**src/rtl/display_scan_ctrl.sv**
```systemverilog
// rtl/display_scan_ctrl.sv - multiplexed 7-segment scan controller with blanking and frame-aligned commit
// Walks a one-hot anode across NDIG digits; new words land in a shadow and commit at frame end.
module display_scan_ctrl #(
  parameter int NDIG     = 2,
  parameter int TICK_DIV = 24000,
  parameter int BLANK    = 240
) (
  input  logic                clk,
  input  logic                reset,
  input  logic                wr_valid,
  input  logic [4*NDIG-1:0]   wr_data,
  output logic                wr_ready,
  output logic [3:0]          digit,
  output logic [NDIG-1:0]     anode,
  output logic                frame_start
);

  localparam int CW = (TICK_DIV > 1) ? $clog2(TICK_DIV) : 1;
  localparam int PW = (NDIG > 1) ? $clog2(NDIG) : 1;
  localparam logic [CW-1:0] CNT_LAST = CW'(TICK_DIV - 1);
  localparam logic [PW-1:0] PTR_LAST = PW'(NDIG - 1);

  logic [CW-1:0]     cnt_q, cnt_d;
  logic [PW-1:0]     ptr_q, ptr_d;
  logic [4*NDIG-1:0] active_q, active_d;
  logic [4*NDIG-1:0] shadow_q, shadow_d;
  logic              pending_q, pending_d;
  logic              slot_end, frame_end, lit;

  // With no blanking the comparison would be constant-true, so skip it outright.
  generate
    if (BLANK == 0) begin : g_no_blank
      assign lit = 1'b1;
    end else begin : g_blank
      assign lit = (cnt_q >= CW'(BLANK));
    end
  endgenerate

  always_comb begin
    cnt_d     = cnt_q + CW'(1);
    ptr_d     = ptr_q;
    active_d  = active_q;
    shadow_d  = shadow_q;
    pending_d = pending_q;
    slot_end  = (cnt_q == CNT_LAST);
    frame_end = slot_end && (ptr_q == PTR_LAST);
    if (slot_end) begin
      cnt_d = '0;
      ptr_d = (ptr_q == PTR_LAST) ? '0 : ptr_q + PW'(1);
    end
    // Commit needs pending set and accept needs it clear, so they cannot collide.
    if (frame_end && pending_q) begin
      active_d  = shadow_q;
      pending_d = 1'b0;
    end else if (wr_valid && !pending_q) begin
      shadow_d  = wr_data;
      pending_d = 1'b1;
    end
  end

  always_comb begin
    anode = '0;
    digit = '0;
    for (int i = 0; i < NDIG; i++) begin
      if (ptr_q == PW'(i)) begin
        anode[i] = lit;
        digit    = active_q[4*i +: 4];
      end
    end
    frame_start = (cnt_q == '0) && (ptr_q == '0);
    wr_ready    = !pending_q;
  end

  always_ff @(posedge clk) begin
    if (reset) begin
      cnt_q     <= '0;
      ptr_q     <= '0;
      active_q  <= '0;
      shadow_q  <= '0;
      pending_q <= 1'b0;
    end else begin
      cnt_q     <= cnt_d;
      ptr_q     <= ptr_d;
      active_q  <= active_d;
      shadow_q  <= shadow_d;
      pending_q <= pending_d;
    end
  end

endmodule

```
**config.mk**
```make
export PLATFORM = sky130hd
export DESIGN_NAME = display_scan_ctrl
export DESIGN_NICKNAME = d
export VERILOG_FILES = /design/src/rtl/display_scan_ctrl.sv
export SDC_FILE = /design/constraint.sdc
export NUM_CORES = 1
export LEC_CHECK = 0
export CORE_MARGIN = 8
export CORE_UTILIZATION = 35
export DETAILED_ROUTE_END_ITERATION = 10
export DONT_BUFFER_PORTS = 1
export MAX_ROUTING_LAYER = met4
export PLACE_DENSITY = 0.48
export SYNTH_ARGS = -nofsm -noshare
export SYNTH_HDL_FRONTEND = slang
export SYNTH_SLANG_ARGS = --single-unit
export TNS_END_PERCENT = 10
```
**constraint.sdc**
```tcl
create_clock -name clk -period 2.15 [get_ports clk]
set_input_delay 0.215 -clock clk [delete_from_list [all_inputs] [get_ports clk]]
set_output_delay 0.215 -clock clk [all_outputs]
set_load 0.02 [all_outputs]
```
# After elaboration in Yosys (flattened, before gate mapping)
# Cells that the tools add are included.
[totals]
reg_bits = 33
latchBits = 0
ramBits = 0
mem_bits_ro = 0
in_bits = 11
elab_cells = 24
mem_count = 0
[classes]
addsub = 2
multipliers = 0
div_mod_pow = 0
magnitude_cmp = 1
eq_ne = 1
shifts = 0
n_mux = 4
n_bitwise = 2
n_reduce_logical = 9
[ops]
columns = ["operator", "n"]
rows = [
  ["adder 15 x 1 -> 15 bit (second input constant)", 1],
  ["equality test 15 bit (second input constant)", 1],
  [">= comparator 15 x 8 -> 1 bit (second input constant)", 1],
  ["logical NOT 15 bit", 1],
  ["logical AND 1 bit", 4],
  ["2-to-1 mux 4 bit", 1],
  ["OR reduction 2 bit", 2],
  ["2-to-1 mux 1 bit", 3],
  ["inverter 1 bit", 2],
  ["AND reduction 2 bit", 1],
  ["adder 1 bit (second input constant)", 1],
  ["logical NOT 1 bit", 1],
]

# Depth between registers and ports, before layout
# Gate-level depths: netlist of run 1.
[depth]
depth_word = 5
mapped_depth = 7
ltp_nobuf = 5

# Least setup slack after synthesis of run 1
# Ideal clock, no wire load.
[synth_path]
path_kind = "flip-flop to flip-flop"
startpoint = "register cnt_q[9]"
endpoint = "register active_q[0]"
setup_ns = 0.128
arrival_ns = 1.643
slack_ns = 0.379
path_stages_with_launch = 7
cell_sequence = "dfxtp_1 -> buf_6 -> or4b_4 -> nor4_2 -> buf_6 -> mux2i_1 -> nor2_1"
[synth_between]
elab_chain_len = 3
[synth_lines]
columns = ["item", "line_no", "source"]
rows = [
  ["from (decl)", "23", "logic [CW-1:0] cnt_q, cnt_d;"],
  ["from (signal assigned)", "82", "cnt_q <= cnt_d;"],
  ["equality test 15 bit", "45", "slot_end = (cnt_q == CNT_LAST);"],
  ["logical AND 1 bit", "46", "frame_end = slot_end && (ptr_q == PTR_LAST);"],
  ["logical AND 1 bit", "52", "if (frame_end && pending_q) begin"],
  ["to (signal assigned)", "84", "active_q <= active_d;"],
  ["to (decl)", "25", "logic [4*NDIG-1:0] active_q, active_d;"],
]
# No other way between the ends.
# A chain may end at the register's enable or synchronous reset.

# Worst setup path after layout of run 1
# Ends and elaborated chain as after synthesis.

==> impl_metrics.toml, run 1 <==
[final_layout]
final_cells = 212
num_antenna_cells = 0
drive_gt1_frac = 0.105
synthToLayoutAreaGrowth_pct = 8.22
nFillCells = 403
multi_input_area_um2 = 711
nets = 174
register_area_um2 = 661

[setup_path]
slowest_stage = "or4b_4"
crit_type = "reg2reg"
reg2reg_from = "cnt_q[9]"
cp_cell_sequence = "or4b_4, nor4_2, buf_4, mux2i_1, nor2_1"
start_kind = "flip-flop"
crit_fanout = 9
worstSetupEndpointType = "flip-flop"
cp.required_ps = 2300
worstPathArrival_ps = 2020
path_buf_inv = 1
cp_slowest_stage_delay_ps = 570
critPathTopFamily = "simple AND/OR/NAND/NOR gates"
cp-startpoint = "cnt_q[9]"

[sta]
period_share = 0.870
drv_slew = 0
setup-tns-final_ps = 0
period_needed_ps = 1870
rsz0062_at_grt = "no"
fmax_mhz = 535
fin_skew_ps = 1.66
hold_ws_ps = 87.1
worst_pin_slew_ps = 619
setup_viol = 0
slew_headroom = 0.586
final_hold_viol_count = 0

[min_path]
hold_class = "in2reg"
min-delay-start = "wr_data[5]"

[route]
drc = 0
wl_um = 2990
antenna_left = 0
drt_pre_antenna_iters = 4
vias = 1033
wire_per_inst_um = 14.1
initialDrtViolationCount = 40
drt-vias-per-instance = 4.87

[grt]
grtUsageTotal = 0.102
antenna_found_initial = 0
grt-ovfl-total = 0
grt_pass1_vias = 1042
grt_max_degree = 18
grt_pass1_wl_um = 4940

[pwr]
leakagePower_nw = 0.545
irDropWorstVdd_v = 0.000288
power_density_nw_per_um2 = 717
p_total_mw = 1.13

[logic_synthesis]
synth.area.top_cells = "dfxtp_1 (45%), mux2i_1 (11%), nor2_1 (10%)"
ys_ff_latch = 33
synth_edf_count = 0
syn_avg_cell_area_um2 = 9.25
ys_warn_count = 0
yosysMostFrequentCell = "nor2_1"
ys_seq_area_frac = 0.452
synth_top_area_cell = "dfxtp_1"
synth_commonest_cells = "nor2_1 (39), dfxtp_1 (33), mux2i_1 (16), xnor2_1 (13)"
synth_cell_types = 22
ys.flop_type = "dfxtp_1"
async_flop_share = 0
syn_area_um2 = 1460
syn_nets = 171
synth_top_area_frac = 0.452
synth_cells = 158

[run_status]
status = "completed"

[clock_network]
htreeDepth = 2
cts_made_buffers = 5
cts.path.max_buffers = 2
clk_latency_ps = 280
cts_tree = "built"
clock_sinks = 33
path_clk_slew_ps = 60
post-cts-setup-buffer-count = 0
root_buffer = "clkbuf_8"

[die]
dieWidth_um = 80.6
initial_utilization = 0.365
ios = 19
core_region_area_um2 = 4000
die_h_um = 80.6
die_area_um2 = 6500
std_cell_rows = 23

[flow_run]
maxCapViolCount = 0

[place]
gp_congestion = 0.878
dp.cells = 202
port-buffer-count = 0
place_hpwl_um = 2090
## sequential cells by signal, indices dropped and copies added, names as in the netlist
signal and flops:
active_q 8, cnt_q 15, pending_q 1, ptr_q 1, shadow_q 8
## area by class of cell
class                      instances  area share
tap                               50      0.0396
inverter                           6      0.0142
sequential                        33       0.418
clock buffer                       6      0.0459
timing repair buffer               5      0.0269
multi-input combinational        110       0.449
clock inverter                     2     0.00633
## power by group
| part | switching (mW) | internal (mW) |
|---|---|---|
| sequential | 0.0120 | 0.627 |
| clock | 0.212 | 0.224 |
| combinational | 0.0348 | 0.0247 |
## repair_timing
action | CTS | global route
gates resized for setup | 0 | 0
endpoints found under the hold margin | 17 | 0
hold buffers | 2 | 0
## layout by cell type (no fill, tap or decap)
cell and count:
clkbuf_1 1, clkinv_2 2, nor2b_1 1, nor2_1 39
dfxtp_1 33, xor2_1 1, dlygate4sd3_1 2, mux2_2 4
nand3_1 6, nor4_2 2, nand2_1 6, clkbuf_8 5
inv_1 6, a31oi_1 2, buf_4 3, mux2i_1 16
or4b_4 1, ha_1 2, or2_1 1, xnor2_1 13
nor4_1 6, nand4_1 6, nor3_1 4
## kinds of logic (layout without fill, tap and decap cells)
group / count (synthesis) / in the layout / synth area share
mux: 20 / 20 / 0.140
compound gates: 2 / 2 / 0.00856
buf+inv: 15 / 19 / 0.0616
fa+ha+maj: 2 / 2 / 0.0171
xor+xnor: 14 / 14 / 0.0839
simple gates: 72 / 72 / 0.236
flops: 33 / 33 / 0.452
## worst paths after layout
check                      to  slack, ps  cells past startpoint
hold reg to reg      cnt_q[0]        480                      1
setup reg to reg  active_q[0]        280                      5
setup / recovery  active_q[0]        280                      5
hold / removal    shadow_q[5]         90                      2
## per-stage QoR
step / util / setup slack, ps / cell area (um2)
finish: 0.395 / 280 / 1580
global route: 0.395 / 159 / 1580
CTS: 0.395 / 267 / 1580
detailed placement: 0.370 / 333 / 1480
global placement: 0.370 / 370 / 1480
floorplan: - / 379 / 1460
## layer usage
| layer | up-vias | share of wire | track usage |
|---|---|---|---|
| met3 | 4 | 0.069 | 0.0458 |
| met2 | 20 | 0.45 | 0.158 |
| li1 | 530 | - | - |
| met5 | - | 0 | - |
| met1 | 479 | 0.47 | 0.107 |
| met4 | 0 | 0.011 | 0.0491 |
No activity file was read; power rests on OpenSTA's default activity.
==> inputs of run 2 (changes only) <==
--- a/config.mk
+++ b/config.mk
@@ -5,6 +5,7 @@
 export SDC_FILE = /design/constraint.sdc
 export NUM_CORES = 1
 export LEC_CHECK = 0
+export CAP_MARGIN = 30
 export CORE_MARGIN = 8
 export CORE_UTILIZATION = 35
 export DETAILED_ROUTE_END_ITERATION = 10
==> results of run 2 <==
No change in the layout: final DEF, timing and power equal those of run 1.
